## src/rtl/cond_exec_unit.sv

```systemverilog
// Predicated execution unit: evaluates ARM-style condition codes against a status register and runs IT-style predicated blocks.
// Latency: out_valid/out_exec/sr update one cycle after the issuing edge.
// Backpressure: none; one instruction is accepted every cycle in_valid is high.
module cond_exec_unit #(
    parameter int MAX_BLK = 4,
    parameter int LEN_W   = 3
) (
    input  logic               clk,
    input  logic               rst,
    input  logic               in_valid,
    input  logic [3:0]         in_cond,
    input  logic               in_set_flags,
    input  logic [3:0]         alu_flags,
    input  logic               blk_start,
    input  logic [3:0]         blk_cond,
    input  logic [MAX_BLK-1:0] blk_mask,
    input  logic [LEN_W-1:0]   blk_len,
    output logic               out_valid,
    output logic               out_exec,
    output logic [3:0]         sr,
    output logic               blk_active,
    output logic [LEN_W-1:0]   blk_remaining
);

    typedef enum logic {IDLE, BLOCK} state_t;

    state_t               state_q, state_d;
    logic [3:0]           bcond_q, bcond_d;
    logic [MAX_BLK-1:0]   bmask_q, bmask_d;
    logic [LEN_W-1:0]     blen_q, blen_d;
    logic [LEN_W-1:0]     rem_q, rem_d;
    logic [3:0]           sr_d;
    logic                 valid_d, exec_d;
    logic [LEN_W-1:0]     slot_idx;
    logic [MAX_BLK-1:0]   mask_sh;
    logic [LEN_W-1:0]     len_clamped;
    logic [3:0]           eff_cond;
    logic                 pass;

    // Flags packed {Z,C,N,V}
    function automatic logic cond_pass(input logic [3:0] c, input logic [3:0] f);
        logic z, cy, n, v;
        z  = f[3];
        cy = f[2];
        n  = f[1];
        v  = f[0];
        case (c)
            4'b0000: cond_pass = z;
            4'b0001: cond_pass = ~z;
            4'b0010: cond_pass = cy;
            4'b0011: cond_pass = ~cy;
            4'b0100: cond_pass = n;
            4'b0101: cond_pass = ~n;
            4'b0110: cond_pass = v;
            4'b0111: cond_pass = ~v;
            4'b1000: cond_pass = cy & ~z;
            4'b1001: cond_pass = ~cy | z;
            4'b1010: cond_pass = (n == v);
            4'b1011: cond_pass = (n != v);
            4'b1100: cond_pass = ~z & (n == v);
            4'b1101: cond_pass = z | (n != v);
            4'b1110: cond_pass = 1'b1;
            default: cond_pass = 1'b0;
        endcase
    endfunction

    always_comb begin
        state_d     = state_q;
        bcond_d     = bcond_q;
        bmask_d     = bmask_q;
        blen_d      = blen_q;
        rem_d       = rem_q;
        len_clamped = (blk_len > LEN_W'(MAX_BLK)) ? LEN_W'(MAX_BLK) : blk_len;
        slot_idx    = blen_q - rem_q;
        mask_sh     = bmask_q >> slot_idx;
        eff_cond    = in_cond;
        // Inside a block the instruction's own condition is ignored
        if (state_q == BLOCK) begin
            eff_cond = mask_sh[0] ? bcond_q : {bcond_q[3:1], ~bcond_q[0]};
        end
        pass    = cond_pass(eff_cond, sr);
        valid_d = in_valid;
        exec_d  = in_valid & pass;
        sr_d    = (in_valid & in_set_flags & pass) ? alu_flags : sr;

        case (state_q)
            IDLE: begin
                if (blk_start && (blk_len != '0)) begin
                    state_d = BLOCK;
                    bcond_d = blk_cond;
                    bmask_d = blk_mask;
                    blen_d  = len_clamped;
                    rem_d   = len_clamped;
                end
            end
            BLOCK: begin
                if (in_valid) begin
                    rem_d = rem_q - 1'b1;
                    if (rem_q == LEN_W'(1)) begin
                        state_d = IDLE;
                    end
                end
            end
            default: state_d = IDLE;
        endcase
    end

    always_ff @(posedge clk) begin
        if (rst) begin
            state_q   <= IDLE;
            bcond_q   <= '0;
            bmask_q   <= '0;
            blen_q    <= '0;
            rem_q     <= '0;
            sr        <= '0;
            out_valid <= 1'b0;
            out_exec  <= 1'b0;
        end else begin
            state_q   <= state_d;
            bcond_q   <= bcond_d;
            bmask_q   <= bmask_d;
            blen_q    <= blen_d;
            rem_q     <= rem_d;
            sr        <= sr_d;
            out_valid <= valid_d;
            out_exec  <= exec_d;
        end
    end

    assign blk_active    = (state_q == BLOCK);
    assign blk_remaining = rem_q;

endmodule

```

## config.mk

```make
export PLATFORM = sky130hd
export DESIGN_NAME = cond_exec_unit
export DESIGN_NICKNAME = d
export VERILOG_FILES = /design/src/rtl/cond_exec_unit.sv
export SDC_FILE = /design/constraint.sdc
export NUM_CORES = 1
export LEC_CHECK = 0
export CORE_MARGIN = 2
export CORE_UTILIZATION = 50
export CTS_CLUSTER_SIZE = 28
export DETAILED_ROUTE_END_ITERATION = 6
export PLACE_DENSITY = 0.88
export SETUP_SLACK_MARGIN = 0.2
export SLEW_MARGIN = 10
export SYNTH_ARGS = -nofsm -noshare
export SYNTH_HDL_FRONTEND = slang
export SYNTH_SLANG_ARGS = --single-unit
```

## constraint.sdc

```tcl
create_clock -name clk -period 7.64 [get_ports clk]
set_input_delay 0.764 -clock clk [delete_from_list [all_inputs] [get_ports clk]]
set_output_delay 0.764 -clock clk [all_outputs]
set_load 0.01 [all_outputs]
```

==> run_results.csv <==
group,metric,value,unit
timing,fin_skew,0.00169,ns
synthesis,async_reset_ff_frac,0,
synthesis,synth_top_area_cell,"dfxtp_1",
detailed_routing,vias,1317,
detailed_routing,viasPerCell,5.83,
global_route,antenna_found_initial,0,
clock_tree,cts_made_buffers,3,
detailed_routing,ant_nets,0,
run,drv_cap,0,
cells_and_area,antennaDiodeCount,0,
timing,worst_pin_slew,0.766,ns
critical_path,slowest_delay,0.48,ns
synthesis,seq_area_frac_synth,0.307,
clock_tree,cts_tree,"yes",
timing,fmax,317,MHz
critical_path,reg2reg_slack,4.48,ns
critical_path,cp-end-kind,"flop",
synthesis,synth_edf_count,0,
global_route,gr-total-overflow,0,
detailed_routing,drt-total-wl,3200,um
synthesis,syn_nets,194,
critical_path,reg2reg_depth,10,
detailed_routing,first_iter_violations,54,
die,die_w,56.3,um
cells_and_area,drive_gt1_frac,0.0714,
clock_tree,path_clk_slew,0.11,ns
timing,hold_violations,0,
timing,drv_slew,0,
critical_path,crit_chain,"ha_1 -> inv_1 -> fa_1 -> mux4_2 -> a21o_2 -> a31oi_4 -> mux2_4 -> a2111oi_2 -> a211oi_4 -> mux2i_1",
hold_path,hold_class,"reg -> reg",
timing,period_share,0.413,
critical_path,cp_top_family,"compound AO/OA/AOI/OAI gates",
timing,hold_ws,0.466,ns
synthesis,synth_top_family_by_area,"compound AO/OA/AOI/OAI gates",
die,die_height,56.3,um
synthesis,synth_ff_type,"dfxtp_1",
clock_tree,cts.sinks,21,
die,core-area,2540,um^2
global_route,grt_pass1_wl,5600,um
cells_and_area,nNetsFinal,225,
pwr,p_leak,0.000613,uW
hold_path,worst_hold_startpoint,"bmask_q[0]",
timing,finalSetupTns,0,ns
critical_path,crit_slowest_cell,"fa_1",
pwr,totalPowerFinal,275,uW
detailed_routing,routedWlPerCell,14.2,um
synthesis,synth-simple-area-share,0.229,
timing,rsz0062_at_grt,"no",
synthesis,synthTopCellsByArea,"dfxtp_1 (31%), a21oi_1 (6.9%), nand2_1 (6.0%)",
synthesis,synth_compound_area_frac,0.236,
detailed_routing,drc,0,
synthesis,synth_area,1370,um^2
critical_path,worstReg2RegStart,"blk_remaining[0]",
global_route,grt_pass1_vias,1326,
critical_path,cp-start-kind,"flop",
timing,setup_violations,0,
clock_tree,ctsResizeCount,0,
clock_tree,clk_latency,0.29,ns
synthesis,netlist_instances,166,
synthesis,ys_seq_elements,21,
synthesis,yosys.cell_count.top_type,"nand2_1",
global_route,grt_max_degree,26,
critical_path,worstReg2RegEnd,"sr[0]",
critical_path,cp_max_fo,6,
pwr,powerDensity,159,nW/um^2
synthesis,synth_xor_area_frac,0.0247,
synthesis,synth_top_area_share,0.307,
timing,period_needed,3.16,ns
detailed_routing,firstDrtPassIters,4,
critical_path,crit_buf_inv,1,
cells_and_area,area_delta_synth_final,26.5,%
clock_tree,postCtsSetupRepairBufs,0,
die,io_pins,34,
timing,max_slew_margin,0.488,
synthesis,yosys_warnings,0,
critical_path,worstSetupPathType,"reg -> reg",
synthesis,syn_area_per_cell,8.25,um^2
synthesis,synthMuxAreaShare,0.108,
hold_path,hold_end,"bmask_q[0]",
place,io_buffers,33,
clock_tree,clk_path_buf_depth,2,
place,globalplace.congestion,0.833,
synthesis,synth.cells.most_frequent,"nand2_1 (22), dfxtp_1 (21), a21oi_1 (19), inv_1 (11), nor2_1 (11)",
critical_path,required,7.82,ns
hold_path,hold_depth,2,
die,initial_core_util,0.538,
die,rows,18,
status,status,"finished clean",
critical_path,cp.arrival,3.34,ns
synthesis,synth_cell_type_count,44,
clock_tree,cts_max_level,1,
place,post-dp-hpwl,2530,um
die,die_area,3170,um^2
synthesis,synth-adder-area-share,0.0420,
clock_tree,cts-root-buf,"clkbuf_4",
clock_tree,cts_hold_buf,0,
pwr,ir_drop,172,uV
global_route,grt_usage,0.216,
## worst min-delay path, cell delays in order (launching register included)
cell and delay, ns:
dfxtp_1 0.33, nand2_1 0.05, a21oi_1 0.05
## power breakdown
| part | leakage, uW | switching (uW) | internal, uW |
|---|---|---|---|
| logic | 0.000426 | 46.1 | 48.4 |
| clock network | 0.0000150 | 31.7 | 20.3 |
| registers | 0.000172 | 11.5 | 117 |
## layout by cell type (no fill, tap or decap), types with 3 or more instances in the layout
| master | instances |
|---|---|
| mux2i_1 | 6 |
| nand2b_1 | 9 |
| nand3_1 | 3 |
| nand2_1 | 22 |
| nor2b_1 | 4 |
| nor2_1 | 11 |
| a21oi_1 | 19 |
| clkdlybuf4s50_1 | 33 |
| a211oi_1 | 3 |
| o21ai_0 | 7 |
| nor3_1 | 7 |
| ha_1 | 3 |
| dfxtp_1 | 21 |
| clkbuf_4 | 3 |
| inv_1 | 11 |
## layer usage
layer  GRT usage  vias to the layer above  wire (um)
met5           0                        -          0
met4       0.102                        0         73
met3      0.0300                       10        137
met2       0.380                       44       1630
met1       0.256                      611       1360
li1            -                      652          -
## state kept, by name, indices dropped and copies added, names as in the netlist
signal / flops
blen_q: 3
sr: 4
out_valid: 1
bmask_q: 4
blk_active: 1
out_exec: 1
bcond_q: 4
blk_remaining: 3
## final cells by class
class / count / area, um^2
multi-input cells: 127 / 876
repair buffers: 33 / 330
well taps: 30 / 37.5
fillers: 220 / 813
flip-flops and latches: 21 / 420
clock buffers: 4 / 26.3
inverters: 11 / 41.3
## worst max path at each step
stage / slack [ns] / start / to / cells past startpoint
floorplan: 4.60 / blk_remaining[0] / sr[0] / 10
global placement: 4.60 / blk_remaining[0] / sr[2] / 10
detailed placement: 4.47 / in_cond[3] / sr[0] / 8
CTS: 4.47 / blk_remaining[0] / sr[0] / 10
global route: 4.31 / blk_remaining[0] / sr[0] / 10
finish: 4.48 / blk_remaining[0] / sr[0] / 10
## per-stage QoR
stage	setup WS (ns)	cell area, um^2	std cells	util
final	4.48	1730	226	0.680
after global routing	4.31	1730	226	0.680
after detailed placement	4.47	1710	222	0.670
after global placement	4.60	1710	222	0.670
after CTS	4.47	1730	226	0.680
after floorplan	4.60	1370	166	-
## cell families after synthesis
family / after synthesis
AND/OR/NAND/NOR: 64
AO/OA/AOI/OAI: 46
flip-flops: 21
buffers and inverters: 18
multiplexers: 11
adder cells (fa/ha/maj): 4
XOR/XNOR: 2
Power figures use the tool's default switching activity.
